**src/rtl/mem_port_arbiter.sv**
```systemverilog
// Arbiter/sequencer for one single-port word memory shared by data (d), fetch (i) and DMA (x, only with MEM_ARB_DMA_EN).
// Latency: gnt in cycle N, memory access in N+1..N+WAIT_CYCLES, rvalid in N+WAIT_CYCLES+1.
// Backpressure: one access in flight; requesters hold req until gnt, and stall_if/stall_mem freeze the pipeline meanwhile.
module mem_port_arbiter #(
  parameter int ADDR_W       = 32,
  parameter int DATA_W       = 32,
  parameter int WAIT_CYCLES  = 1,
  parameter int STARVE_LIMIT = 4
) (
  input  logic              clk,
  input  logic              reset,
  input  logic              d_req,
  input  logic              d_we,
  input  logic [ADDR_W-1:0] d_addr,
  input  logic [DATA_W-1:0] d_wdata,
  output logic              d_gnt,
  output logic              d_rvalid,
  output logic [DATA_W-1:0] d_rdata,
  input  logic              i_req,
  input  logic [ADDR_W-1:0] i_addr,
  output logic              i_gnt,
  output logic              i_rvalid,
  output logic [DATA_W-1:0] i_rdata,
  input  logic              x_req,
  input  logic              x_we,
  input  logic [ADDR_W-1:0] x_addr,
  input  logic [DATA_W-1:0] x_wdata,
  output logic              x_gnt,
  output logic              x_rvalid,
  output logic [DATA_W-1:0] x_rdata,
  output logic              mem_en,
  output logic              mem_we,
  output logic [ADDR_W-1:0] mem_addr,
  output logic [DATA_W-1:0] mem_wdata,
  input  logic [DATA_W-1:0] mem_rdata,
  output logic              stall_if,
  output logic              stall_mem,
  output logic              busy
);

  localparam logic [3:0] WAIT_LOAD  = 4'(WAIT_CYCLES - 1);
  localparam logic [3:0] STARVE_MAX = 4'(STARVE_LIMIT);

  typedef enum logic [1:0] {IDLE = 2'd0, ACCESS = 2'd1, RESP = 2'd2} state_t;
  typedef enum logic [1:0] {OWN_D = 2'd0, OWN_I = 2'd1, OWN_X = 2'd2} owner_t;

  state_t              state_q, state_d;
  owner_t              owner_q, owner_d;
  logic                we_q, we_d;
  logic [ADDR_W-1:0]   addr_q, addr_d;
  logic [DATA_W-1:0]   wdata_q, wdata_d;
  logic [3:0]          wait_cnt_q, wait_cnt_d;
  logic [3:0]          starve_cnt_q, starve_cnt_d;
  logic [DATA_W-1:0]   d_rdata_q, d_rdata_d;
  logic [DATA_W-1:0]   i_rdata_q, i_rdata_d;
  logic [DATA_W-1:0]   rd_val;
  logic                arb_en, i_first, d_win, i_win;
`ifdef MEM_ARB_DMA_EN
  logic [DATA_W-1:0]   x_rdata_q, x_rdata_d;
  logic                x_win;
`else
  logic                unused_x;
  assign unused_x = ^{x_req, x_we, x_addr, x_wdata};
`endif

  // Grants are combinational so a request can win in the same cycle; none while in reset.
  assign arb_en  = (state_q != ACCESS) && !reset;
  assign i_first = i_req && (starve_cnt_q == STARVE_MAX);
  assign d_win   = arb_en && d_req && !i_first;
  assign i_win   = arb_en && i_req && (i_first || !d_req);
`ifdef MEM_ARB_DMA_EN
  assign x_win   = arb_en && x_req && !d_req && !i_req;
`endif

  always_comb begin
    state_d      = state_q;
    owner_d      = owner_q;
    we_d         = we_q;
    addr_d       = addr_q;
    wdata_d      = wdata_q;
    wait_cnt_d   = wait_cnt_q;
    d_rdata_d    = d_rdata_q;
    i_rdata_d    = i_rdata_q;
`ifdef MEM_ARB_DMA_EN
    x_rdata_d    = x_rdata_q;
`endif
    rd_val       = we_q ? '0 : mem_rdata;
    case (state_q)
      ACCESS: begin
        if (wait_cnt_q == 4'd0) begin
          state_d = RESP;
          case (owner_q)
            OWN_D:   d_rdata_d = rd_val;
            OWN_I:   i_rdata_d = rd_val;
`ifdef MEM_ARB_DMA_EN
            OWN_X:   x_rdata_d = rd_val;
`endif
            default: ;
          endcase
        end else begin
          wait_cnt_d = wait_cnt_q - 4'd1;
        end
      end
      default: begin
        state_d = IDLE;
        if (d_win) begin
          state_d    = ACCESS;
          owner_d    = OWN_D;
          we_d       = d_we;
          addr_d     = d_addr;
          wdata_d    = d_wdata;
          wait_cnt_d = WAIT_LOAD;
        end else if (i_win) begin
          state_d    = ACCESS;
          owner_d    = OWN_I;
          we_d       = 1'b0;
          addr_d     = i_addr;
          wait_cnt_d = WAIT_LOAD;
`ifdef MEM_ARB_DMA_EN
        end else if (x_win) begin
          state_d    = ACCESS;
          owner_d    = OWN_X;
          we_d       = x_we;
          addr_d     = x_addr;
          wdata_d    = x_wdata;
          wait_cnt_d = WAIT_LOAD;
`endif
        end
      end
    endcase

    starve_cnt_d = starve_cnt_q;
    if (!i_req || i_win) begin
      starve_cnt_d = 4'd0;
    end else if (d_win && (starve_cnt_q != STARVE_MAX)) begin
      starve_cnt_d = starve_cnt_q + 4'd1;
    end
  end

  always_ff @(posedge clk) begin
    if (reset) begin
      state_q      <= IDLE;
      owner_q      <= OWN_D;
      we_q         <= 1'b0;
      addr_q       <= '0;
      wdata_q      <= '0;
      wait_cnt_q   <= 4'd0;
      starve_cnt_q <= 4'd0;
      d_rdata_q    <= '0;
      i_rdata_q    <= '0;
`ifdef MEM_ARB_DMA_EN
      x_rdata_q    <= '0;
`endif
    end else begin
      state_q      <= state_d;
      owner_q      <= owner_d;
      we_q         <= we_d;
      addr_q       <= addr_d;
      wdata_q      <= wdata_d;
      wait_cnt_q   <= wait_cnt_d;
      starve_cnt_q <= starve_cnt_d;
      d_rdata_q    <= d_rdata_d;
      i_rdata_q    <= i_rdata_d;
`ifdef MEM_ARB_DMA_EN
      x_rdata_q    <= x_rdata_d;
`endif
    end
  end

  // Strobes are masked during reset so an aborted write can never commit on the reset edge.
  assign mem_en    = (state_q == ACCESS) && !reset;
  assign mem_we    = mem_en && we_q && (wait_cnt_q == 4'd0);
  assign mem_addr  = addr_q;
  assign mem_wdata = wdata_q;
  assign busy      = (state_q != IDLE);

  assign d_gnt     = d_win;
  assign i_gnt     = i_win;
  assign d_rvalid  = (state_q == RESP) && (owner_q == OWN_D) && !reset;
  assign i_rvalid  = (state_q == RESP) && (owner_q == OWN_I) && !reset;
  assign d_rdata   = d_rdata_q;
  assign i_rdata   = i_rdata_q;
`ifdef MEM_ARB_DMA_EN
  assign x_gnt     = x_win;
  assign x_rvalid  = (state_q == RESP) && (owner_q == OWN_X) && !reset;
  assign x_rdata   = x_rdata_q;
`else
  assign x_gnt     = 1'b0;
  assign x_rvalid  = 1'b0;
  assign x_rdata   = '0;
`endif

  assign stall_if  = i_req && !i_rvalid;
  assign stall_mem = d_req && !d_rvalid;

endmodule

```
**config.mk**
```make
export PLATFORM = sky130hd
export DESIGN_NAME = mem_port_arbiter
export DESIGN_NICKNAME = d
export VERILOG_FILES = /design/src/rtl/mem_port_arbiter.sv
export SDC_FILE = /design/constraint.sdc
export NUM_CORES = 1
export LEC_CHECK = 0
export CORE_AREA = 2 2 143 145
export DETAILED_ROUTE_END_ITERATION = 6
export DIE_AREA = 0 0 145 147
export GPL_TIMING_DRIVEN = 0
export PLACE_DENSITY = 0.76
export SKIP_CTS_REPAIR_TIMING = 1
export SLEW_MARGIN = 20
export SYNTH_ARGS = -nofsm -noshare
export SYNTH_HDL_FRONTEND = slang
export SYNTH_SLANG_ARGS = --single-unit
```
**constraint.sdc**
```tcl
create_clock -name clk -period 1.95 [get_ports clk]
set_clock_uncertainty 0.15 [all_clocks]
set_input_delay 0.39 -clock clk [delete_from_list [all_inputs] [get_ports clk]]
set_output_delay 0.39 -clock clk [all_outputs]
set_load 0.01 [all_outputs]
```
# Word-level counts from Yosys, hierarchy flattened
# Cells that the tools add are included.
# totals
ff_bits,141
latchBits,0
mem_bits_rw,0
mem_bits_ro,0
input_bits,199
out_inout_bits,171
word_cells,70
mem_count,0
# op_classes
add_sub_neg,2
n_mul,0
div,0
magnitude_cmp,0
n_eq_ne,8
shifts,0
mux,15
bitwise_logic,1
reduce_logical,35
# ops
operator,count
two-way mux 32 bit,3
logical AND 1 bit,16
two-way mux 4 bit,4
two-way mux 2 bit,4
zero test 1 bit,6
AND reduction 2 bit,3
AND reduction 3 bit,2
adder 4 x 1 -> 4 bit (second input constant),1
== test 2 x 1 -> 1 bit (second input constant),2
== test 4 x 3 -> 1 bit (second input constant),1
zero test 4 bit,1
two-way mux 1 bit,4
!= test 2 bit (second input constant),2
!= test 4 x 3 -> 1 bit (second input constant),1
nonzero test 2 bit,2
subtractor 4 x 1 -> 4 bit (second input constant),1
nonzero test 3 bit,1
== test 2 bit (second input constant),1
zero test 2 bit,1
logical OR 1 bit,2
!= test 2 x 1 -> 1 bit (second input constant),1
OR reduction 2 bit,1
inverter 1 bit,1

# Logic depth before layout (Yosys ltp)
# logic_depth
ltp_word,7
mapped_depth,8
mapped_depth_nobuf,6

# Least setup slack after synthesis
# No wires, ideal clock.
# synth_timing
kind,register -> output
startpoint,reg starve_cnt_q[0]
endpoint,out d_gnt
t_arrival_ps,1369
required_time_ps,1410
slack_ps,41
stages_incl_launch_ff,8
path_buffers,2
cell_sequence,dfxtp_1 > inv_1 > ha_1 > nand4b_1 > nand3_4 > buf_2 > buf_2 > nor2_1
# synth_between
elab_chain_len,4
# synth_lines
item,line,text
start: declaration,53,"logic [3:0] starve_cnt_q, starve_cnt_d;"
start signal: assignment,161,starve_cnt_q <= starve_cnt_d;
== test 4 x 3 -> 1 bit,68,assign i_first = i_req && (starve_cnt_q == STARVE_MAX);
logical AND 1 bit,68,
zero test 1 bit,69,assign d_win = arb_en && d_req && !i_first;
logical AND 1 bit,69,
end: declaration,16,"output logic d_gnt,"
# No other way between the ends.

# Worst setup path in the final report
# Ends and elaborated chain as after synthesis.

==> summary.md <==
| Metric | Value |
|---|---|
| Yosys cell types | 39 |
| Root buffer cell | clkbuf_16 |
| Slowest cell delay on critical path | about 0.35 ns |
| Worst Slack Setup Final | -0.336 ns |
| Mapped Avg Cell Area | 8.40 µm² |
| Total GRT Usage | between 10% and 20% |
| Ys flop type | dfxtp_1 |
| WP data arrival | about 1.8 ns |
| Fin nets | ~1300 |
| DRC viols | 0 |
| Post-synth top area cell | dfxtp_1 |
| Slew headroom | around 53% |
| Max Slew Vio Count | 0 |
| Power per Cell Area | between 900 and 1000 nW/µm² |
| Kind of critical path | register to primary output |
| GPL Wtd Cong | ~0.82 |
| Antenna cells | 0 |
| Die Ht | between 100 and 150 µm |
| Tcrit/Tclk final | 117% |
| Antenna-violating nets left | 0 |
| Critical Path Fanout Max | 6 |
| Total CTS buffers | 17 |
| Outcome | complete, but fails checks |
| CP bufs+invs | 4 |
| Initial Util | a little under a third |
| Reg clk slew, reported paths | 0.05 ns |
| RSZ-0062 raised after global routing | true |
| EDFF count, synth | 0 |
| H-tree depth | 4 |
| Antenna violations before repair | 0 |
| Endpoints failing setup | 58 |
| R2R Setup Slk | -0.13 ns |
| First-pass GRT wire length | 30.2 mm |
| Dominant cells by area after synthesis | dfxtp_1, nand2_1, a21oi_1 |
| CTS tree | done |
| Post-synthesis sequential element count | 140 |
| Largest net degree at the start of global routing | 17 |
| Lkg Pwr | 4.31 nW |
| Post-DP HPWL | 14.4 mm |
| Die Span X | approximately 150 µm |
| Vias in the first global route | between 5000 and 6000 |
| Total Wirelength | between 20 and 25 mm |
| Fin util | 53.5% |
| Synth top cells by count | nand2_1, dfxtp_1, a21oi_1 |
| Gr ovfl total | 0 |
| Highest Clock Rate | between 0.4 and 0.5 GHz |
| Area Overhead vs Synth | 76.6% |
| Total Power | a little over 0.01 W |
| Vias/cell | around 4.6 |
| Die area | 21300 µm² |
| Most numerous cell in the Yosys netlist | nand2_1 |
| Crit start category | register |
| 1st-iter DRT viols | ~210 |
| Cell Area, Synth | between 6000 and 7000 µm² |
| Yosys top cell area share | a little under half |
| Fraction of layout instances using a drive strength above 1 | 24.2% |
| PortBufs | 268 |
| Clock Sinks | 140 |
| # rows | 52 |
| Core area | slightly below 20000 µm² |
| Crit-path cells | inv_2, ha_4, nand4b_1, nand3_4, buf_8, buf_8, nor2_4, buf_6 |
| HP Class | primary input to register |
| First-pass DRT Iterations | 4 |
| Critical path's slowest cell | dfxtp_2 |
| Fraction of registers with async set/reset | 0% |
| Sequential area share after synthesis | a little under half |
| Fin. Hold Viols | 0 |
| Required time of the critical path | approximately 1.4 ns |
| Worst setup EP type | primary output |
| Worst-Skew Late Latency | a little over 0.4 ns |
| Maximum root-to-sink buffer count | 2 |
| Synth warn | 0 |
| Crit path time final | roughly 2.3 ns |
| Vias | a little over 6000 |
| Average wire per standard cell | ~15 µm |
| # IOs | 370 |
| Max Cap Viol | 0 |
| Failing checks | negative setup slack |
| Mapped Cells | between 700 and 800 |
| Delay-heaviest family, CP | buffers and inverters |
| Most frequent CP cell | buf_8 |
| Fillcell total | ~1800 |
| Worst slew pin tran | 0.709 ns |
| Peak VDD IR | between 0.6 and 0.7 mV |
[report_power, final]
part	switching [W]	internal, W	leakage [nW]
clock	0.00123	0.00211	0.296
combinational	0.00162	0.00185	2.86
sequential	0.000245	0.00323	1.15
[tightest hold or removal path, delay by kind of cell]
| family | cells | cell delay [ns] |
|---|---|---|
| simple gates | 1 | 0.03 |
| buf+inv | 1 | 0.15 |
| compound gates | 1 | 0.18 |
[state kept, by name, summed over array words and instances (netlist names)]
signal / count
d_rdata: 32
i_rdata: 32
mem_addr: 32
mem_wdata: 32
owner_q: 1
starve_cnt_q: 4
state_q: 2
wait_cnt_q: 4
we_q: 1
[metal layers]
layer | GRT usage, % | vias up | share of wire [%]
met5 | 0 | - | 0
met4 | 9.55 | 0 | 3.4
met3 | 5.12 | 44 | 6.6
met2 | 28.9 | 220 | 49
met1 | 21.1 | 2856 | 41
li1 | - | 3006 | -
[area by class of cell]
class                   instances  area, µm²  share of cell area [%]
multi-input cells             516       3150                    29.7
repair buffers                293       2970                    28.0
flip-flops and latches        140       2820                    26.6
plain buffers                  86        701                    6.60
clock buffers                  22        474                    4.47
well taps                     270        338                    3.18
clock inverters                10        138                    1.30
inverters                       5       18.8                   0.177
[per-stage QoR]
step                      instances  hold WS (ns)  area, µm²  TNS (ns)  setup WS [ns]
final                          1342         0.241      10600     -4.48         -0.336
after global routing           1342         0.243      10600     -9.63         -0.431
after CTS                      1318         0.182       9770     -7.43          -1.19
after detailed placement       1286         0.296       9150    -30.54          -1.18
after global placement         1286         0.290       9150    -30.27          -1.19
after floorplan                 748         0.308       6130         0         0.0413
[path summary, 6_finish.rpt]
check | from | end | depth (start not counted)
min | reset | wait_cnt_q[3] | 3
max reg2reg | wait_cnt_q[1] | d_rdata[12] | 10
max | starve_cnt_q[0] | d_gnt | 8
min reg2reg | mem_wdata[29] | mem_wdata[29] | 2
[kinds of logic (layout without fill, tap and decap cells)]
group | after synthesis | in the layout | share of synthesized area [%]
other | 1 | 34 | 0.0624
muxes | 33 | 33 | 5.52
DFF | 140 | 140 | 46.6
buffers and inverters | 92 | 416 | 9.79
adders and majority gates | 3 | 3 | 0.625
and+or+nand+nor | 303 | 303 | 23.2
AOI/OAI and AO/OA | 143 | 143 | 14.2
[cell usage in the layout, fill, tap and decap left out, types with 17 or more instances in the layout]
cell / netlist / routed
dfxtp_1: 140 / 132
nor2b_1: 34 / 34
nand2_2: 10 / 36
buf_4: 38 / 56
nor2_1: 39 / 37
a21oi_1: 93 / 62
clkdlybuf4s50_1: 0 / 252
conb_1: 1 / 34
a211oi_1: 33 / 28
nand2_1: 191 / 150
mux2i_1: 32 / 32
a21oi_2: 10 / 41
clkbuf_1: 25 / 17
clkbuf_16: 0 / 21
No activity file was read; power rests on OpenSTA's default activity.
